### config.mk
export PLATFORM = sky130hd
export DESIGN_NAME = mmu_bus_arb
export DESIGN_NICKNAME = d
export VERILOG_FILES = /design/src/rtl/mmu_bus_arb.sv
export SDC_FILE = /design/constraint.sdc
export NUM_CORES = 1
export LEC_CHECK = 0
export CORE_AREA = 4 4 124 126
export CTS_CLUSTER_SIZE = 8
export DETAILED_ROUTE_END_ITERATION = 12
export DIE_AREA = 0 0 128 130
export HOLD_SLACK_MARGIN = 0.02
export MAX_ROUTING_LAYER = met4
export PLACE_DENSITY = 0.62
export SYNTH_ARGS = -nofsm -noshare
export SYNTH_HDL_FRONTEND = slang
export SYNTH_SLANG_ARGS = --single-unit
### constraint.sdc
create_clock -name clk_i -period 3.7 [get_ports clk_i]
set_input_delay 0.74 -clock clk_i [delete_from_list [all_inputs] [get_ports clk_i]]
set_output_delay 0.74 -clock clk_i [all_outputs]
set_load 0.1 [all_outputs]
### src/rtl/mmu_bus_arb.sv
// mmu_bus_arb: two-requester Wishbone classic arbiter for the PMMU (0 = table walker, 1 = CPU path).
// Optional bus-cycle watchdog is enabled with `define MMU_ARB_WATCHDOG_EN.
`timescale 1ns/1ps
module mmu_bus_arb #(
  parameter int unsigned STARVE_MAX  = 4,
  parameter int unsigned TIMEOUT_CYC = 255
) (
  input  logic        clk_i,
  input  logic        rst_n,

  input  logic        m0_cyc_i,
  input  logic        m0_stb_i,
  input  logic        m0_we_i,
  input  logic        m0_lock_i,
  input  logic [31:0] m0_adr_i,
  input  logic [31:0] m0_dat_i,
  input  logic [3:0]  m0_sel_i,
  output logic [31:0] m0_dat_o,
  output logic        m0_ack_o,
  output logic        m0_err_o,

  input  logic        m1_cyc_i,
  input  logic        m1_stb_i,
  input  logic        m1_we_i,
  input  logic [31:0] m1_adr_i,
  input  logic [31:0] m1_dat_i,
  input  logic [3:0]  m1_sel_i,
  output logic [31:0] m1_dat_o,
  output logic        m1_ack_o,
  output logic        m1_err_o,

  output logic        wb_cyc_o,
  output logic        wb_stb_o,
  output logic        wb_we_o,
  output logic [31:0] wb_adr_o,
  output logic [31:0] wb_dat_o,
  output logic [3:0]  wb_sel_o,
  input  logic [31:0] wb_dat_i,
  input  logic        wb_ack_i,
  input  logic        wb_err_i,

  output logic [1:0]  grant_o
);

  localparam int unsigned CW = $clog2(STARVE_MAX + 1);
  localparam logic [CW-1:0] STARVE_LIM = CW'(STARVE_MAX);

  if (STARVE_MAX < 1 || TIMEOUT_CYC < 1) begin : g_bad_params
    $error("mmu_bus_arb: STARVE_MAX and TIMEOUT_CYC must be at least 1");
  end

  typedef enum logic [1:0] {
    IDLE = 2'b00,
    OWN0 = 2'b01,
    OWN1 = 2'b10
  } state_t;

  state_t        state, state_nxt;
  logic [CW-1:0] starve_cnt, starve_nxt;
  logic          wdog_to;

  always_ff @(posedge clk_i) begin
    if (!rst_n) begin
      state      <= IDLE;
      starve_cnt <= '0;
    end else begin
      state      <= state_nxt;
      starve_cnt <= starve_nxt;
    end
  end

  // Walker has priority except when the CPU path has waited out STARVE_MAX walker grants.
  always_comb begin
    state_nxt  = state;
    starve_nxt = starve_cnt;
    case (state)
      IDLE: begin
        if (m0_cyc_i && m1_cyc_i) begin
          if (starve_cnt == STARVE_LIM) begin
            state_nxt  = OWN1;
            starve_nxt = '0;
          end else begin
            state_nxt  = OWN0;
            starve_nxt = starve_cnt + 1'b1;
          end
        end else if (m0_cyc_i) begin
          state_nxt = OWN0;
        end else if (m1_cyc_i) begin
          state_nxt  = OWN1;
          starve_nxt = '0;
        end
        if (!m1_cyc_i) begin
          starve_nxt = '0;
        end
      end
      OWN0: begin
        if (!m0_cyc_i && !m0_lock_i) begin
          state_nxt = IDLE;
        end
      end
      OWN1: begin
        if (!m1_cyc_i) begin
          state_nxt = IDLE;
        end
      end
      default: state_nxt = IDLE;
    endcase
    if (wdog_to) begin
      state_nxt = IDLE;
    end
  end

  // Bus mux and termination routing; err wins over a simultaneous ack.
  always_comb begin
    wb_cyc_o = 1'b0;
    wb_stb_o = 1'b0;
    wb_we_o  = 1'b0;
    wb_adr_o = '0;
    wb_dat_o = '0;
    wb_sel_o = '0;
    m0_ack_o = 1'b0;
    m0_err_o = 1'b0;
    m1_ack_o = 1'b0;
    m1_err_o = 1'b0;
    case (state)
      OWN0: begin
        wb_cyc_o = m0_cyc_i;
        wb_stb_o = m0_stb_i;
        wb_we_o  = m0_we_i;
        wb_adr_o = m0_adr_i;
        wb_dat_o = m0_dat_i;
        wb_sel_o = m0_sel_i;
        m0_ack_o = wb_ack_i & ~wb_err_i;
        m0_err_o = wb_err_i | wdog_to;
      end
      OWN1: begin
        wb_cyc_o = m1_cyc_i;
        wb_stb_o = m1_stb_i;
        wb_we_o  = m1_we_i;
        wb_adr_o = m1_adr_i;
        wb_dat_o = m1_dat_i;
        wb_sel_o = m1_sel_i;
        m1_ack_o = wb_ack_i & ~wb_err_i;
        m1_err_o = wb_err_i | wdog_to;
      end
      default: ;
    endcase
  end

  assign m0_dat_o = wb_dat_i;
  assign m1_dat_o = wb_dat_i;
  assign grant_o  = {state == OWN1, state == OWN0};

`ifdef MMU_ARB_WATCHDOG_EN
  localparam int unsigned WW = $clog2(TIMEOUT_CYC + 1);
  localparam logic [WW-1:0] WDOG_LAST = WW'(TIMEOUT_CYC - 1);

  logic [WW-1:0] wdog_cnt;
  logic          stall;

  assign stall = wb_cyc_o & wb_stb_o & ~wb_ack_i & ~wb_err_i;
  // Fires on the TIMEOUT_CYC-th consecutive unterminated strobe cycle.
  assign wdog_to = stall && (wdog_cnt == WDOG_LAST);

  always_ff @(posedge clk_i) begin
    if (!rst_n) begin
      wdog_cnt <= '0;
    end else if (state_nxt == IDLE || wb_ack_i || wb_err_i) begin
      wdog_cnt <= '0;
    end else if (stall) begin
      wdog_cnt <= wdog_cnt + 1'b1;
    end
  end
`else
  assign wdog_to = 1'b0;
`endif

endmodule

==> results of run 1 <==
-- logic make-up (layout without fill, tap and decap cells) --
logic type,count (synthesis),count (layout),share of synthesized area
multiplexers,2,2,0.0102
AO/OA/AOI/OAI,76,76,0.299
buffers and inverters,93,236,0.315
XOR/XNOR,2,2,0.00892
flip-flops,5,5,0.0510
adder cells (fa/ha/maj),7,7,0.0446
AND/OR/NAND/NOR,87,87,0.271
-- worst max-delay path: stages, from the launching register on --
cell and delay [ns]:
dfxtp_1 0.38, inv_1 0.10, ha_2 0.65, buf_4 0.38
a21boi_1 0.21, buf_4 0.31
-- registers in the layout, indices dropped and copies added (netlist names) --
name / count
starve_cnt: 3
state: 2
-- layout by cell type, fill, tap and decap left out --
| master | n |
|---|---|
| inv_1 | 4 |
| nor2b_1 | 1 |
| and2_1 | 3 |
| ha_2 | 3 |
| nor2b_2 | 69 |
| nand2_1 | 7 |
| clkbuf_1 | 1 |
| o311ai_4 | 1 |
| clkdlybuf4s50_1 | 146 |
| and3b_1 | 2 |
| nand4_1 | 2 |
| buf_4 | 80 |
| a21o_1 | 1 |
| dfxtp_1 | 5 |
| a22oi_1 | 70 |
| buf_12 | 1 |
| mux2i_1 | 2 |
| ha_1 | 4 |
| inv_4 | 1 |
| nand3_1 | 1 |
| clkbuf_16 | 3 |
| a21boi_1 | 1 |
| o21ai_0 | 1 |
| xor2_1 | 1 |
| nor3b_1 | 2 |
| a31oi_1 | 1 |
| xnor2_1 | 1 |
| o21ai_2 | 1 |
-- cell type report --
class | count | share of cell area
Multi-Input combinational cell | 174 | 0.362
Clock buffer | 4 | 0.0200
Timing Repair Buffer | 227 | 0.529
Tap cell | 184 | 0.0585
Inverter | 5 | 0.00540
Sequential cell | 5 | 0.0254
-- path summary, 6_finish.rpt --
kind / from / endpoint / slack, ns / cells past startpoint
hold reg to reg: state[1]$_SDFFE_PN0P_ / state[1]$_SDFFE_PN0P_ / 0.52 / 2
hold / removal: state[1]$_SDFFE_PN0P_ / state[1]$_SDFFE_PN0P_ / 0.52 / 2
setup reg to reg: state[0]$_SDFFE_PN0P_ / state[0]$_SDFFE_PN0P_ / 2.20 / 5
setup / recovery: state[1]$_SDFFE_PN0P_ / wb_cyc_o / 0.66 / 5
-- metrics by stage --
step / hold slack, ns / cells / power, mW
after floorplan: 0.471 / 272 / 1.23
after global placement: 0.489 / 595 / 1.21
after detailed placement: 0.512 / 595 / 1.23
after CTS: 0.516 / 599 / 1.41
after global routing: 0.545 / 599 / 1.45
final: 0.516 / 599 / 1.40
-- power by group --
group          total, mW  internal, mW  switching [mW]
Clock              0.179         0.143          0.0364
Sequential        0.0664        0.0602         0.00616
Combinational       1.15         0.413           0.739
Total               1.40         0.616           0.782
-- per-layer routing --
metal	vias up	share of wire	routed length (µm)
met3	32	0.087	780
met5	-	0	0
met2	130	0.50	4520
li1	1176	-	-
met4	0	0.031	278
met1	1099	0.38	3410
==> flow_summary.toml, run 1 <==
[synth]
synth_common_cells = "a22oi_1, nor2b_1, buf_4"
netlist_area_mm2 = 0.00196
syn_nets = 458
synth-async-reset-ratio = 0
synth_edf_count = 0
synth_cells = 272
ys.flop_type = "dfxtp_1"
ys_warn_count = 0
ys_top_cells_by_area = "a22oi_1, buf_4, nor2b_1, dfxtp_1, ha_1"
ys_seq_area_frac = 0.0510
synth-seq-cells = 5
synth_top_area_share = 0.268
synth_top_cell_by_area = "a22oi_1"
syn_area_per_cell_um2 = 7.22
yosys.cell_types.count = 25

[critical_path]
path_max_fanout = 36
worst_ep_required_time_ns = 2.96
critPathLaunchType = "register"
critPathKind = "register to output pin"
arrival_ns = 2.30
end_kind = "output pin"

[power_and_ir_drop]
powerDensity_mw_per_mm2 = 355
p_leak_nw = 1.41
vdd_ir_drop_max_v = 0.000251

[die]
pin_count = 320
die_h_um = 130
start_util = 0.137
die_w_um = 128
die-area_mm2 = 0.0166
fp-row-count = 44
coreArea_mm2 = 0.0143

[timing]
fin_ws_ns = 0.664
maxSlewHeadroom = 0.488
tns_ns = 0
hold_viol_final = 0
tightest_slew_ns = 0.768
slew_violations = 0
fin_skew_ns = 0.00124
setup_violations = 0
grt_setup_unrepaired = "no"
fmax_ghz = 0.329
fin_crit_ns = 3.04
fin_crit_sh = 0.821

[clock_network]
clockRootBuffer = "clkbuf_16"
clock_path_buffers = 2
cts_tree = "yes"
cts.clk_slew.worst_paths_ns = 0.03
cts_buffers = 3
hold_buffers = 0
ctsHtreeMaxLevel = 1
cts_resized = 0
clkSinkCount = 5
clock_latency_ns = 0.23
post_cts_buffers = 0

[placed_design]
gp_congestion = 0.788
place_area_mm2 = 0.00386
place_ws_ns = 0.870
hpwlAfterDp_um = 7250
portBuffers = 223

[cells_and_area]
seqCellArea_um2 = 100
fin_util = 0.275
antenna_cells = 0
final_cell_area_mm2 = 0.00394
area_growth_pct = 100
multi_input_area_mm2 = 0.00143
drive_gt1_frac = 0.383
num-fill-cells = 1540
nNetsFinal = 602

[grt]
grt-ovfl-total = 0
grt_use_met2 = 0.165
grt_pass1_wl_um = 12400
grt_use_met3 = 0.0184
grt_use_met1 = 0.105
grt_pass1_vias = 2416
busiest_layer = "met2"
track_usage = 0.0935
grt_max_degree = 38
antenna_found_initial = 0

[detailed_routing]
avgRoutedWirePerCell_um = 15.0
drc_errors = 0
vias = 2437
initialDrtViolationCount = 43
postRouteAntennaNets = 0
post_drt_via_cell_ratio = 4.07
wirelength_um = 8990
first_pass_iters = 4

[run]
max-cap-violations = 0

[status]
status = "finished clean"

[hold_path]
hold_class = "register to register"
Power figures use the tool's default switching activity.
==> inputs of run 2 (changes only) <==
CORE_AREA = 4 4 123 125   (was 4 4 124 126)
DIE_AREA = 0 0 127 129   (was 0 0 128 130)
PLACE_DENSITY = 0.63   (was 0.62)
clock period = 2.9 ns   (was 3.7 ns; I/O delays follow)
==> run 2 against run 1 <==
Effect of this change:
- clock power rose by 27%
- largest power group unchanged
- critical path depth rose by 1
- routed wire length increased by 19%
- register-to-register slack got worse by 0.80 ns
- utilization grew 8.0 points
==> flow_summary.toml, run 2 (synthesis results as in run 1) <==
[die]
pin_count = 320
die-area_mm2 = 0.0164
die_h_um = 129
coreArea_mm2 = 0.0139
die_w_um = 127
fp-row-count = 43
start_util = 0.142

[cells_and_area]
regMostFlops = "starve_cnt"
area_growth_pct = 151
num-fill-cells = 1366
final_common_cell = "clkdlybuf4s50_1"
multi_input_area_mm2 = 0.00143
seqCellArea_um2 = 100
top_regs = "starve_cnt: 3 flops, state: 2 flops"
drive_gt1_frac = 0.391
antenna_cells = 0
final_cell_mix = "clkdlybuf4s50_1, buf_12, a22oi_1, nor2b_2"
largest_reg_flops = 3
nNetsFinal = 606

[timing]
fin_skew_ns = 0.000289
maxSlewHeadroom = 0.689
fmax_ghz = 0.397
setup_violations = 0
slew_violations = 0
fin_crit_sh = 0.869
fin_ws_ns = 0.381
tightest_slew_ns = 0.467
fin_crit_ns = 2.52
grt_setup_unrepaired = "no"
hold_viol_final = 0

[placed_design]
gp_congestion = 0.869
portBuffers = 223
hpwlAfterDp_um = 8880
place_ws_ns = 0.519

[critical_path]
path_buf_inv = 3
worst_ep_required_time_ns = 2.32
cpPeakStageDelay_ns = 0.49
critPathKind = "register to output pin"
slowest_stage = "ha_2"
arrival_ns = 1.94
cpLargestDelayFamily = "buffers and inverters"
path_max_fanout = 17
critPathLaunchType = "register"
worstPathCellList = "inv_1 > ha_2 > buf_4 > a22oi_1 > nor2b_2 > buf_12"
end_kind = "output pin"

[clock_network]
cts.clk_slew.worst_paths_ns = 0.03
clock_latency_ns = 0.23
cts_resized = 0
clkSinkCount = 5
cts_tree = "yes"
cts_buffers = 3
clockRootBuffer = "clkbuf_16"
hold_buffers = 0
clock_path_buffers = 2
post_cts_buffers = 0
ctsHtreeMaxLevel = 1

[power_and_ir_drop]
powerDensity_mw_per_mm2 = 418
vdd_ir_drop_max_v = 0.000301
p_leak_nw = 1.65
total_power_mw = 2.06

[detailed_routing]
postRouteAntennaNets = 0
wirelength_um = 10700
post_drt_via_cell_ratio = 4.18
avgRoutedWirePerCell_um = 17.8
drc_errors = 0
initialDrtViolationCount = 101
vias = 2505
first_pass_iters = 4

[run]
max-cap-violations = 0

[grt]
grt-ovfl-total = 0
grt_pass1_vias = 2623
antenna_found_initial = 0
grt_pass1_wl_um = 15300
track_usage = 0.120
grt_max_degree = 39

[status]
status = "finished clean"

[hold_path]
hold_class = "register to register"
## run 2: worst min-delay path, stage by stage (launching register included)
cell and delay (ns):
dfxtp_1 0.33, nand2_1 0.07, mux2i_1 0.06
## run 2: layout make-up
type	count	share of cell area
timing repair buffer	231	0.623
inverter	5	0.00431
sequential	5	0.0203
tap	180	0.0457
multi-input combinational	174	0.290
clock buffer	4	0.0160
## run 2: worst paths after layout
check	startpoint	to	slack (ns)	cells past startpoint
hold reg to reg	state[1]$_SDFFE_PN0P_	state[1]$_SDFFE_PN0P_	0.50	2
setup reg to reg	state[0]$_SDFFE_PN0P_	state[0]$_SDFFE_PN0P_	1.40	5
hold / removal	state[1]$_SDFFE_PN0P_	state[1]$_SDFFE_PN0P_	0.50	2
setup / recovery	state[1]$_SDFFE_PN0P_	wb_dat_o[4]	0.38	6
## run 2: power by group
group / total, mW / switching [mW] / internal [mW]
sequential: 0.0842 / 0.00737 / 0.0768
combinational: 1.75 / 1.01 / 0.741
clock: 0.227 / 0.0448 / 0.182
total: 2.06 / 1.06 / 1.00
## run 2: layer usage
metal / vias to the layer above / part of all wire / track usage
met3: 10 / 0.082 / 0.0270
met2: 148 / 0.54 / 0.229
met4: 0 / 0.0064 / 0.0189
met5: - / 0 / -
li1: 1186 / - / -
met1: 1161 / 0.37 / 0.129
## run 2: per-stage QoR
step / setup TNS (ns) / instance area [µm²] / cells / hold slack, ns / utilization
5_1_grt: 0 / 4930 / 599 / 0.536 / 0.355
3_5_place_dp: 0 / 4850 / 595 / 0.501 / 0.350
2_1_floorplan: -0.374 / 2150 / 272 / 0.472 / -
6_report: 0 / 4930 / 599 / 0.503 / 0.355
4_1_cts: 0 / 4930 / 599 / 0.505 / 0.355
3_3_place_gp: 0 / 4850 / 595 / 0.487 / 0.350
==> inputs of run 3 (changes only) <==
SLEW_MARGIN = 20   (was default)
==> results of run 3 <==
Same layout as run 2: the final DEF is identical, and so are final timing and power.
